$ cat config.mk
export PLATFORM = sky130hd
export DESIGN_NAME = pkt_sched
export DESIGN_NICKNAME = d
export VERILOG_FILES = /design/src/rtl/pkt_sched.sv
export SDC_FILE = /design/constraint.sdc
export NUM_CORES = 1
export LEC_CHECK = 0
export ABC_AREA = 1
export BUFFER_PORTS_ARGS = -buffer_cell sky130_fd_sc_hd__clkbuf_2
export CORE_ASPECT_RATIO = 1.25
export CORE_MARGIN = 2
export CORE_UTILIZATION = 60
export CTS_CLUSTER_SIZE = 16
export DETAILED_ROUTE_END_ITERATION = 8
export GPL_TIMING_DRIVEN = 0
export PLACE_DENSITY = 0.84
export RECOVER_POWER = 100
export SETUP_SLACK_MARGIN = 0.02
export SLEW_MARGIN = 5
export SYNTH_ARGS = -nofsm -noshare
export SYNTH_HDL_FRONTEND = slang
export SYNTH_SLANG_ARGS = --single-unit
$ cat constraint.sdc
create_clock -name clk -period 4.7 [get_ports clk]
set_input_delay 0.47 -clock clk [delete_from_list [all_inputs] [get_ports clk]]
set_output_delay 0.47 -clock clk [all_outputs]
set_load 0.02 [all_outputs]
$ cat src/rtl/pkt_sched.sv
// pkt_sched: sequences bursts of packet writes on the FIFO packet writer,
// with a programmable inter-packet gap and a per-packet done timeout.
module pkt_sched #(
    parameter int TIMEOUT = 4096,
    parameter int GAP_W   = 16
) (
    input  logic             clk,
    input  logic             rst,
    input  logic             en,
    input  logic             trig,
    input  logic [15:0]      cfg_cnt,
    input  logic [11:0]      cfg_len,
    input  logic [GAP_W-1:0] cfg_gap,
    input  logic             err_clr,
    output logic             fs,
    input  logic             fd,
    output logic [11:0]      data_len,
    output logic [15:0]      part,
    output logic             busy,
    output logic             done,
    output logic             err,
    output logic [15:0]      sent
);

    localparam int TW = (TIMEOUT > 2) ? $clog2(TIMEOUT) : 1;
    localparam logic [TW-1:0] TMO_LAST = TW'(TIMEOUT - 1);

    typedef enum logic [2:0] {
        S_IDLE  = 3'd0,
        S_LOAD  = 3'd1,
        S_START = 3'd2,
        S_CLOSE = 3'd3,
        S_GAP   = 3'd4,
        S_DONE  = 3'd5,
        S_FAULT = 3'd6
    } state_t;

    state_t r_state;
    state_t w_next;

    logic [TW-1:0]    r_tmo;
    logic [GAP_W-1:0] r_gcnt;
    logic [GAP_W-1:0] r_gap;
    logic [15:0]      r_target;
    logic [11:0]      r_len;
    logic [15:0]      r_part;
    logic [15:0]      r_sent;
    logic             w_last;
    logic             w_close_exit;

    assign w_last       = (r_target != 16'd0) && ((r_sent + 16'd1) == r_target);
    assign w_close_exit = (r_state == S_CLOSE) && !fd;

    always_ff @(posedge clk or posedge rst) begin
        if (rst) begin
            r_state <= S_IDLE;
        end else begin
            r_state <= w_next;
        end
    end

    always_comb begin
        w_next = r_state;
        case (r_state)
            S_IDLE: begin
                if (trig && en) w_next = S_LOAD;
            end
            S_LOAD: begin
                w_next = S_START;
            end
            S_START: begin
                // a done arriving on the final allowed cycle still counts
                if (fd)                     w_next = S_CLOSE;
                else if (r_tmo == TMO_LAST) w_next = S_FAULT;
            end
            S_CLOSE: begin
                if (!fd) begin
                    if (w_last || !en)      w_next = S_DONE;
                    else if (r_gap == '0)   w_next = S_START;
                    else                    w_next = S_GAP;
                end
            end
            S_GAP: begin
                if (!en)                    w_next = S_DONE;
                else if (r_gcnt == '0)      w_next = S_START;
            end
            S_DONE: begin
                w_next = S_IDLE;
            end
            S_FAULT: begin
                if (err_clr) w_next = S_IDLE;
            end
            default: begin
                w_next = S_IDLE;
            end
        endcase
    end

    always_ff @(posedge clk or posedge rst) begin
        if (rst) begin
            r_tmo <= '0;
        end else if ((r_state == S_START) && (w_next == S_START)) begin
            r_tmo <= r_tmo + TW'(1);
        end else begin
            r_tmo <= '0;
        end
    end

    always_ff @(posedge clk or posedge rst) begin
        if (rst) begin
            r_gcnt <= '0;
        end else if (w_next == S_GAP) begin
            if (r_state == S_GAP) r_gcnt <= r_gcnt - GAP_W'(1);
            else                  r_gcnt <= r_gap - GAP_W'(1);
        end else begin
            r_gcnt <= '0;
        end
    end

    always_ff @(posedge clk or posedge rst) begin
        if (rst) begin
            r_gap    <= '0;
            r_target <= '0;
            r_len    <= '0;
        end else if (r_state == S_LOAD) begin
            r_gap    <= cfg_gap;
            r_target <= cfg_cnt;
            r_len    <= cfg_len;
        end
    end

    // part and sent advance together so part is stable for the whole fs window
    always_ff @(posedge clk or posedge rst) begin
        if (rst) begin
            r_part <= '0;
            r_sent <= '0;
        end else if (r_state == S_LOAD) begin
            r_part <= '0;
            r_sent <= '0;
        end else if (w_close_exit) begin
            r_part <= r_part + 16'd1;
            r_sent <= r_sent + 16'd1;
        end
    end

    assign fs       = (r_state == S_START);
    assign busy     = (r_state != S_IDLE);
    assign done     = (r_state == S_DONE);
    assign err      = (r_state == S_FAULT);
    assign data_len = r_len;
    assign part     = r_part;
    assign sent     = r_sent;

endmodule

# [Word-level counts from Yosys, hierarchy flattened]
# Index checks and enable logic that the tools add are counted.
[word_totals] ff_bits=107 inputBits=50 output_inout_bits=48 word_cells=53
[op_classes] mux=17 n_reduce_logical=13 eq_ne=10 add_sub_neg=5
[ops] operator="2-to-1 mux 16 bit" count=6
[ops] operator="adder 16 x 1 -> 16 bit (second input constant)" count=2
[ops] operator="logical NOT 16 bit" count=2
[ops] operator="subtractor 16 x 1 -> 16 bit (second input constant)" count=2
[ops] operator="2-to-1 mux 3 bit" count=9
[ops] operator="one-hot mux 3 bit (6 select lines)" count=1
[ops] operator="== test 16 bit" count=1
[ops] operator="nonzero test 16 bit" count=1
[ops] operator="adder 12 x 1 -> 12 bit (second input constant)" count=1
[ops] operator="== test 12 bit (second input constant)" count=1
[ops] operator="== test 3 bit (second input constant)" count=4
[ops] operator="2-to-1 mux 12 bit" count=1
[ops] operator="== test 3 x 2 -> 1 bit (second input constant)" count=3
[ops] operator="logical AND 1 bit" count=4
[ops] operator="== test 3 x 1 -> 1 bit (second input constant)" count=1
[ops] operator="logical NOT 3 bit" count=1
[ops] operator="nonzero test 3 bit" count=1
[ops] operator="logical NOT 1 bit" count=2
[ops] operator="nonzero test 2 bit" count=1
[ops] operator="logical OR 1 bit" count=1

# [Logic depth before layout (Yosys ltp)]
[depth] word_depth=10 mapped_depth=17 ltp_nobuf=16

# [Worst setup path after synthesis]
# No wires, ideal clock.
[synth_path] path_type="register -> register" start="register r_sent[1], in the netlist sent[1]" end="register r_gcnt[11]" path_buffers=1 period_less_slack_ns=2.191 arrival_ns=2.110 slack_ns=2.509 path_stages_with_launch=15 cell_sequence="dfrtp_1 -> ha_1 -> nand2_1 -> nor2_4 -> nand3_1 -> xor3_1 -> nand2_1 -> nor2_1 -> nand3_2 -> nand3_2 -> nand2_1 -> nand2_2 -> nand2_4 -> buf_6 -> nor3_2"
[synth_via] elab_chain_cells=9
[synth_rtl] item="start, declared" line_no="47" source="logic [15:0] r_sent;"
[synth_rtl] item="start signal, assigned" line_no="142" source="r_sent <= r_sent + 16'd1;"
[synth_rtl] item="adder 16 x 1 -> 16 bit" line_no="51" source="assign w_last = (r_target != 16'd0) && ((r_sent + 16'd1) == r_target);"
[synth_rtl] item="== test 16 bit" line_no="51"
[synth_rtl] item="logical AND 1 bit" line_no="51"
[synth_rtl] item="logical OR 1 bit" line_no="78" source="if (w_last || !en) w_next = S_DONE;"
[synth_rtl] item="2-to-1 mux 3 bit" line_no="78"
[synth_rtl] item="2-to-1 mux 3 bit" line_no="77" source="if (!fd) begin"
[synth_rtl] item="one-hot mux 3 bit (6 select lines)" line_no="64" source="case (r_state)"
[synth_rtl] item="net w_next[1]" line_no="39" source="state_t w_next;"
[synth_rtl] item="== test 3 bit" line_no="112" source="end else if (w_next == S_GAP) begin"
[synth_rtl] item="2-to-1 mux 16 bit" line_no="112"
[synth_rtl] item="end signal, assigned" line_no="113" source="if (r_state == S_GAP) r_gcnt <= r_gcnt - GAP_W'(1);"
[synth_rtl] item="end signal, assigned" line_no="114" source="else r_gcnt <= r_gap - GAP_W'(1);"
[synth_rtl] item="end, declared" line_no="42" source="logic [GAP_W-1:0] r_gcnt;"
# The timed path passes the listed nets, and every way through them passes these cells.
# A chain may end at the register's enable or synchronous reset.

# [Final worst setup path]
[layout_path] start="register r_sent[0], in the netlist sent[0]" end="register r_gcnt[6]"
[layout_via] elab_chain_cells=9
[layout_rtl] item="adder 16 x 1 -> 16 bit" line_no="51"
[layout_rtl] item="== test 16 bit" line_no="51"
[layout_rtl] item="logical AND 1 bit" line_no="51"
[layout_rtl] item="logical OR 1 bit" line_no="78"
[layout_rtl] item="2-to-1 mux 3 bit" line_no="78"
[layout_rtl] item="2-to-1 mux 3 bit" line_no="77"
[layout_rtl] item="one-hot mux 3 bit (6 select lines)" line_no="64"
[layout_rtl] item="== test 3 bit" line_no="112"
[layout_rtl] item="2-to-1 mux 16 bit" line_no="112"
# No other way between the ends.

==> metrics.yaml <==
final_layout:
  syn2layout_area_growth_pct: 13.4
  num_antenna_cells: 0
  final_area_um2: 6640
  fin_nets: 890
  fraction_of_layout_cells_with_a_size_suffix_above_1: 0.127
  nFillCells: 784
sta:
  worst-slew-pin-transition_ns: 2.30
  post_layout_worst_setup_margin_ns: 1.72
  relative_slew_slack: -0.541
  hold_viol: 0
  timing.final.setup_violations: 0
  layout_min_cycle_time_ns: 2.98
  tcrit_tclk_final: 0.635
  max_freq_mhz: 335
  final-max-slew-violation-count: 54
  fin_worst_skew_ns: 0.0115
  totalNegativeSetupSlack_ns: 0
  rsz0062_at_grt: "no"
  worst_hold_slack_ns: 0.317
die:
  initial_core_util: 0.613
  fp.dieArea_um2: 10600
  core.rowCount: 40
  num_io_pins: 98
  core_area_um2: 9560
  die_boundary_height_um: 114
  fp.dieW_um: 92.4
global_routing:
  first_global_vias: 5251
  grt_first_pass_wirelength_um: 23900
  grt_remaining_overflow: 0
  maximum_number_of_pins_on_one_net_before_global_route_repair: 56
  global_route.usage.total: 0.285
  grt_antenna_before_repair: 0
critical_path:
  cp_data_arrival_time_ns: 3.19
  critical_path.max_fanout: 10
  crit_type: "reg -> reg"
  critical-path-top-delay-family: "simple AND/OR/NAND/NOR gates"
  worst_path_max_delay_cell: "sky130_fd_sc_hd__clkbuf_1"
  critical-path-max-stage-delay_ns: 0.47
  start_kind: "flop"
  critical-path-top-cell-by-count: "sky130_fd_sc_hd__nand2_1"
  crit_path_cell_trace: "ha_1 > nand3_1 > nor2_1 > nand4_1 > nand2_1 > nand2_1 > nand2_1 > nand2_1 > nor2_1 > nand3_1 > nand3_1 > a21oi_1 > nand2_1 > clkbuf_1 > nor3_1"
  worst_ep_required_time_ns: 4.91
  worstSetupEndpointType: "flop"
  critical_path_buf_inv_count: 1
status:
  failed_checks: "max-capacitance violations, max-slew violations"
  run_status: "finished, violations left"
placed_design:
  place_hpwl_um: 10900
  gp_routability_congestion: 0.899
  io_buffers: 97
  placement.setup.worst_slack_ns: 2.17
  placed_area_um2: 6530
yosys:
  mappedNetlistArea_um2: 5860
  synthCells: 727
  synth_unique_cells: 42
  mappedNetlistNets: 781
  synthesis.area_per_instance_um2: 8.05
  post_synthesis_register_bit_count: 107
  yosysWarningCount: 0
  synth_seq_area_share: 0.457
pwr:
  power.net_switching_mw: 1.62
  share_comb_of_total_power: 0.427
  netSwitchingFraction: 0.435
  worst_ir_drop_vdd_v: 0.000325
  power.leakage_nw: 3.16
  pwr_density_cell_nw_per_um2: 562
  clock_power_share: 0.216
  share_seq_of_total_power: 0.357
  p_int_mw: 2.11
clock_network:
  ctsLongestPathBuffers: 2
  clkTransAtPathRegs_ns: 0.07
  cts.sink_count: 107
  htree_num_levels: 3
  holdBufCountCts: 0
  worst_skew_pair.late_latency_ns: 0.35
  cts_resized: 0
  cts.root.buffer_cell: "sky130_fd_sc_hd__clkbuf_16"
  cts_tree: "built"
  cts_buffers: 9
  post-cts-setup-buffer-count: 0
drt:
  met2_wirelength_um: 7730
  dr.max_layer_used: "met4"
  met3WireLength_um: 747
  detailedRoute.firstPassIterationCount: 5
  initialDrtViolationCount: 376
  vias: 5375
  routed_wl_um: 14700
  vias_per_cell: 5.56
  post-route-drc-count: 0
  drt-wirelength-per-cell_um: 15.2
  routedLengthMet1_um: 5750
  antenna_violating_nets_post_route: 0
flow_run:
  drv.max_cap_violation_count: 1
worst_hold_path:
  min-delay-path-class: "in -> reg"
[worst min-delay path, stage by stage]
cell and delay (ns):
sky130_fd_sc_hd__clkbuf_2 0.07, sky130_fd_sc_hd__nand2_1 0.04, sky130_fd_sc_hd__nand2_1 0.04
[routing by layer]
metal  vias to the layer above  track usage
met3                        45       0.0434
met2                       188        0.511
met1                      2566        0.340
met4                         0        0.122
met5                         -            0
li1                       2576            -
[cells by family after synthesis]
kind of cell | share of synthesized area
simple gates | 0.339
flops | 0.457
buf+inv | 0.0729
compound gates | 0.0756
xor+xnor | 0.0468
fa+ha+maj | 0.00855
[registers in the layout, indices dropped and copies added (netlist names)]
signal    flops
sent         16
r_target     16
r_state       3
r_gap        16
part         16
r_gcnt       16
r_tmo        12
data_len     12
[path summary, 6_finish.rpt]
| check | start | end | slack, ns | cells after the start |
|---|---|---|---|---|
| setup / recovery | sent[0] | r_gcnt[6] | 1.72 | 15 |
| hold / removal | cfg_cnt[0] | r_target[0] | 0.32 | 3 |
| setup reg to reg | sent[0] | r_gcnt[6] | 1.72 | 15 |
| hold reg to reg | data_len[11] | data_len[11] | 0.49 | 2 |
| max in group asynchronous | rst | sent[11] | 1.80 | 3 |
| min in group asynchronous | rst | r_gcnt[10] | 0.73 | 2 |
[cell usage after synthesis (all sizes together)]
master / count / area (um2)
a21oi: 9 / 48.8
a22o: 1 / 8.76
a311oi: 1 / 8.76
a31oi: 1 / 6.26
a32o: 1 / 10.0
and3: 1 / 6.26
buf: 11 / 77.6
clkbuf: 10 / 37.5
dfrtp: 107 / 2680
ha: 4 / 50.1
inv: 83 / 312
nand2: 217 / 855
nand3: 55 / 300
nand3b: 3 / 22.5
nand4: 13 / 81.3
nor2: 51 / 249
nor3: 50 / 384
nor3b: 4 / 30.0
nor4: 6 / 37.5
o21ai: 60 / 304
o21bai: 2 / 15.0
o22ai: 5 / 31.3
o311a: 1 / 10.0
or2: 3 / 18.8
xnor2: 7 / 61.3
xnor3: 1 / 22.5
xor2: 19 / 166
xor3: 1 / 23.8
[through the flow]
| stage | cells | utilization | power [mW] |
|---|---|---|---|
| 2_1_floorplan | 727 | - | 2.55 |
| 3_3_place_gp | 950 | 0.680 | 2.95 |
| 3_5_place_dp | 951 | 0.683 | 3.02 |
| 4_1_cts | 967 | 0.717 | 3.83 |
| 5_1_grt | 967 | 0.694 | 3.97 |
| 6_report | 967 | 0.694 | 3.73 |
[area by class of cell]
type	instances	area [um2]	share of cell area
sequential	107	2680	0.403
clock buffer	12	267	0.0402
inverter	83	313	0.0471
clock inverter	4	55.1	0.00829
timing repair buffer	98	430	0.0648
tap	126	158	0.0238
buffer	21	98.8	0.0149
multi-input combinational	516	2640	0.398
[power by group through the flow]
stage                     Clock, mW  Sequential (mW)  Combinational, mW
after floorplan                   0             1.38               1.17
after global placement            0             1.33               1.62
after detailed placement          0             1.34               1.68
after CTS                     0.813             1.33               1.69
after global routing          0.852             1.35               1.77
final                         0.806             1.33               1.59
[cells in the final DEF, fill, tap and decap left out, drive strengths merged, types with 2 or more instances in the layout]
cell type	instances
xnor2	7
nor2	51
o21ai	60
xor2	19
nand2	217
nand3	55
o22ai	5
inv	83
o21bai	2
or2	3
nor3	50
nand3b	3
dfrtp	107
clkbuf	127
buf	4
a21oi	9
nor4	6
nand4	13
ha	4
nor3b	4
clkinvlp	2
Power figures use the tool's default switching activity.
